--- config.mk ---
export PLATFORM = sky130hd
export DESIGN_NAME = dsm_dac_multi
export DESIGN_NICKNAME = d
export VERILOG_FILES = /design/src/rtl/dsm_dac_multi.sv
export SDC_FILE = /design/constraint.sdc
export NUM_CORES = 1
export LEC_CHECK = 0
export CORE_MARGIN = 3
export CORE_UTILIZATION = 50
export DETAILED_ROUTE_END_ITERATION = 16
export HOLD_SLACK_MARGIN = 0.06
export PLACE_DENSITY = 0.71
export SLEW_MARGIN = 10
export SYNTH_ARGS = -nofsm -noshare
export SYNTH_HDL_FRONTEND = slang
export SYNTH_SLANG_ARGS = --single-unit
--- constraint.sdc ---
create_clock -name CK_i -period 3.1 [get_ports CK_i]
set_input_delay 0.465 -clock CK_i [delete_from_list [all_inputs] [get_ports CK_i]]
set_output_delay 0.465 -clock CK_i [all_outputs]
set_load 0.005 [all_outputs]
--- src/rtl/dsm_dac_multi.sv ---
// dsm_dac_multi: multi-channel 1-bit DAC with first-order delta-sigma and PWM modes.
// Codes are double-buffered (shadow -> working) so a PWM period never changes mid-way.
module dsm_dac_multi #(
  parameter int unsigned C_CH  = 2,
  parameter int unsigned C_W   = 5,
  parameter logic        C_INV = 1'b0
) (
  input  logic                CK_i,
  input  logic                XARST_i,
  input  logic                CK_EE_i,
  input  logic                LD_i,
  input  logic [C_CH*C_W-1:0] DATss_i,
  input  logic [1:0]          MODE_i,
  output logic [C_CH-1:0]     DACs_o,
  output logic                WRAP_o
);

  localparam logic [C_W-1:0] PCTR_MAX = {C_W{1'b1}};
  localparam logic [C_W-1:0] PCTR_ONE = C_W'(1);

  typedef enum logic [1:0] {
    MODE_DSM  = 2'd0,
    MODE_PWM  = 2'd1,
    MODE_MUTE = 2'd2,
    MODE_RSVD = 2'd3
  } mode_e;

  logic [C_CH-1:0][C_W-1:0] shd_q, shd_d;
  logic [C_CH-1:0][C_W-1:0] wrk_q, wrk_d;
  // Only the low C_W accumulator bits are kept; the carry bit of ACC is
  // exactly what lands in dac_q, so it is not stored twice.
  logic [C_CH-1:0][C_W-1:0] acc_q, acc_d;
  logic [C_CH-1:0][C_W:0]   sum;
  logic [C_W-1:0]           pctr_q, pctr_d;
  mode_e                    mode_q, mode_d;
  logic [C_CH-1:0]          dac_q, dac_d;
  logic                     wrap_q, wrap_d;
  logic                     mode_chg;
  logic                     pctr_end;

  assign mode_chg = (MODE_i != mode_q);
  assign pctr_end = (pctr_q == PCTR_MAX);

  // Per-channel accumulator adds; only consumed in DSM mode.
  always_comb begin
    sum = '0;
    for (int k = 0; k < C_CH; k++) begin
      sum[k] = {1'b0, acc_q[k]} + {1'b0, wrk_q[k]};
    end
  end

  // Next-state logic for shadow/working codes, modulators and outputs.
  always_comb begin
    shd_d  = shd_q;
    wrk_d  = wrk_q;
    acc_d  = acc_q;
    pctr_d = pctr_q;
    mode_d = mode_q;
    dac_d  = dac_q;
    // WRAP is a single-cycle pulse, so it drops on every edge unless re-armed.
    wrap_d = 1'b0;

    if (LD_i) begin
      for (int k = 0; k < C_CH; k++) begin
        shd_d[k] = DATss_i[k*C_W +: C_W];
      end
    end

    if (CK_EE_i) begin
      mode_d = mode_e'(MODE_i);
      if (mode_chg) begin
        // Restart every modulator cleanly from the latest shadow codes.
        acc_d  = '0;
        pctr_d = '0;
        wrk_d  = shd_q;
        dac_d  = '0;
      end else begin
        case (mode_q)
          MODE_DSM: begin
            wrk_d = shd_q;
            for (int k = 0; k < C_CH; k++) begin
              acc_d[k] = sum[k][C_W-1:0];
              dac_d[k] = sum[k][C_W];
            end
          end
          MODE_PWM: begin
            for (int k = 0; k < C_CH; k++) begin
              dac_d[k] = (pctr_q < wrk_q[k]);
            end
            pctr_d = pctr_q + PCTR_ONE;
            // New codes only take effect at the period boundary.
            if (pctr_end) begin
              wrk_d  = shd_q;
              wrap_d = 1'b1;
            end
          end
          default: begin
            acc_d  = '0;
            pctr_d = '0;
            wrk_d  = shd_q;
            dac_d  = '0;
          end
        endcase
      end
    end
  end

  // State registers with asynchronous active-low clear.
  always_ff @(posedge CK_i or negedge XARST_i) begin
    if (!XARST_i) begin
      shd_q  <= '0;
      wrk_q  <= '0;
      acc_q  <= '0;
      pctr_q <= '0;
      mode_q <= MODE_DSM;
      dac_q  <= '0;
      wrap_q <= 1'b0;
    end else begin
      shd_q  <= shd_d;
      wrk_q  <= wrk_d;
      acc_q  <= acc_d;
      pctr_q <= pctr_d;
      mode_q <= mode_d;
      dac_q  <= dac_d;
      wrap_q <= wrap_d;
    end
  end

  // Polarity inversion sits after the register so reset yields {C_CH{C_INV}}.
  assign DACs_o = dac_q ^ {C_CH{C_INV}};
  assign WRAP_o = wrap_q;

endmodule
==> flow_summary.yaml <==
setup_path:
  r2r-end: "wrk_q[0]$_DFFE_PN0P_"
  rr_startpoint: "pctr_q[0]$_DFFE_PN0P_"
  cpMaxStageDelayCell: "clkdlybuf4s50_1"
  path_cells: "clkdlybuf4s50_1 -> nand4bb_1 -> o21ai_4 -> mux2_2"
  crit_required_ns: 3.27
  critical_path_arrival_ns: 2.26
  rr_worst_depth: 5
  critPathKind: "in -> reg"
  cp_num_buf_inv: 1
  critPathCaptureType: "register"
  startpoint_type: "primary input"
  path_delay_family: "buffers and inverters"
  cp_max_fo: 10
  r2r_setup_slack_ns: 1.14
  max_stage_delay_ns: 0.51
cells_and_area:
  drive_gt1_frac: 0.155
  stdcell_area_mm2: 0.00244
  synthToLayoutAreaGrowth_pct: 14.5
  antennaDiodeCount: 0
  final_nets: 244
clock_tree:
  htreeDepth: 2
  clk_path_buf_depth: 2
  post_cts_resized: 0
  postCtsSetupBuffers: 0
  path_clk_slew_ns: 0.07
  cts_hold_buf: 0
  cts_tree: "done"
  cts_root_buffer: "clkbuf_8"
  cts_made_buffers: 5
  clock_latency_ns: 0.28
  clock-sinks: 40
floorplan:
  die_w_um: 71.3
  start_util: 0.525
  dieArea_mm2: 0.00508
  rows: 23
  coreArea_mm2: 0.00406
  die_h_um: 71.3
  io_pins: 19
routing:
  drcViolationCount: 0
  detail-route-antenna-nets: 0
  wl_per_cell_um: 15.8
  wirelength_um: 4060
  drtIter0Drc: 70
  vias: 1464
  drt-pass1-iter-count: 4
  vias_per_cell: 5.70
sta:
  clock_skew_ns: 0.00571
  holdWs_ns: 0.294
  rsz0062_at_grt: "no"
  final-setup-viol-count: 0
  fin_ws_ns: 1.01
  fin_crit_sh: 0.674
  period_needed_ns: 2.09
  worstMarginPinSlew_ns: 0.874
  maxSlewViolCount: 0
  fmax_mhz: 479
  slew_headroom: 0.418
  hold_viol: 0
  tns_ns: 0
logic_synthesis:
  ys_types: 32
  avgSynthCellArea_um2: 11.5
  netlist_area_mm2: 0.00213
  ys.flop_type: "dfrtp_1"
  ys_seq_area_frac: 0.470
  syn-instance-count: 185
  synth_nets: 223
  yosysTopAreaCellShare: 0.470
  synth_edf_count: 0
  synthTopCellsByCount: "dfrtp_1, mux2_2, ha_1"
  synthArstFlopShare: 1.00
  ys_warn_count: 0
  ys_seq_elements: 40
  yosysMostFrequentCell: "dfrtp_1"
  synth_area_leaders: "dfrtp_1, mux2_2, ha_1"
  synth_top_area_cell: "dfrtp_1"
placed_design:
  numPortBuffers: 18
  place_area_mm2: 0.00235
  place_congestion: 0.870
  dpl.hpwl_um: 3160
  dpl_worst_slack_ns: 0.736
power:
  leakage_uw: 0.00113
  power_uw: 1160
  switching_power_uw: 306
  power_frac_seq: 0.526
  peakVddDrop_mv: 0.292
  combPwrFrac: 0.171
  clkPwrFrac: 0.302
  p_sw_frac: 0.264
  powerDensity_mw_per_mm2: 475
  cell_internal_pwr_uw: 852
global_routing:
  grt_pass1_wl_um: 7320
  overflow: 0
  grt_usage: 0.181
  antenna_found_initial: 0
  grt_pass1_vias: 1576
  grt_max_degree: 41
worst_hold_path:
  hold_path.class: "in -> async"
job:
  maxCapViolCount: 0
run_status:
  status: "complete, no violations"
[metrics by stage]
stage / util / cells
floorplan: - / 185
global placement: 0.579 / 249
detailed placement: 0.579 / 249
CTS: 0.601 / 257
global route: 0.601 / 257
finish: 0.601 / 257
[placed cells by master (no fill, tap or decap), drive strengths merged, types with 2 or more instances in the layout]
cell / instances
o221ai: 2
inv: 12
dfrtp: 40
and3: 2
fa: 2
a22o: 3
o21ai: 19
a21oi: 6
nor3: 2
nand2: 17
clkbuf: 8
clkdlybuf4s50: 17
nor2: 6
mux2: 23
o21a: 3
nor3b: 2
o21bai: 2
xor2: 4
a21o: 3
a211oi: 2
o211ai: 2
ha: 20
[how the worst max path moves through the flow]
stage | from | to | slack, ns | cells after the start
floorplan | pctr_q[0]$_DFFE_PN0P_ | wrk_q[0]$_DFFE_PN0P_ | 1.33 | 5
global placement | MODE_i[1] | wrk_q[2]$_DFFE_PN0P_ | 0.80 | 4
detailed placement | MODE_i[1] | wrk_q[7]$_DFFE_PN0P_ | 0.74 | 4
CTS | MODE_i[1] | wrk_q[2]$_DFFE_PN0P_ | 1.02 | 4
global route | MODE_i[1] | wrk_q[1]$_DFFE_PN0P_ | 0.91 | 4
finish | MODE_i[1] | wrk_q[0]$_DFFE_PN0P_ | 1.01 | 4
[registers in the layout (all words and copies together), names as in the netlist]
signal and flops:
acc_q 10, shd_q 10, wrk_q 10, pctr_q 5
DACs_o 2, mode_q 2, WRAP_o 1
[worst reg2reg max path, cell delays in order (launching register included)]
cell,delay [ns]
dfrtp_1,0.45
ha_1,0.25
and3_1,0.19
ha_1,0.22
o21ai_4,0.34
mux2_2,0.38
[kinds of logic (layout without fill, tap and decap cells)]
logic type / after synthesis / in the layout / synth area share
buf+inv: 16 / 38 / 0.0299
simple gates: 35 / 35 / 0.0775
xor+xnor: 5 / 5 / 0.0206
fa+ha+maj: 22 / 22 / 0.136
compound gates: 44 / 44 / 0.144
mux: 23 / 23 / 0.122
flops: 40 / 40 / 0.470
[layer usage]
metal	vias to the layer above	GRT usage	routed length, um
li1	701	-	-
met4	0	0.0731	89
met1	732	0.238	1840
met2	21	0.291	2020
met5	-	0	0
met3	10	0.0435	111
[power groups by stage]
stage | Sequential [uW] | Clock [uW] | Combinational (uW)
floorplan | 603 | 0 | 139
global placement | 617 | 0 | 186
detailed placement | 619 | 0 | 199
CTS | 609 | 360 | 201
global route | 615 | 382 | 225
finish | 609 | 350 | 198
[cell type report]
class	instances	area (um^2)
Fill cell	325	1620
Multi-Input combinational cell	129	1070
Sequential cell	40	1000
Timing Repair Buffer	18	175
Clock buffer	8	90.1
Tap cell	50	62.6
Inverter	12	45.0
(Power assumes the default switching activity.)
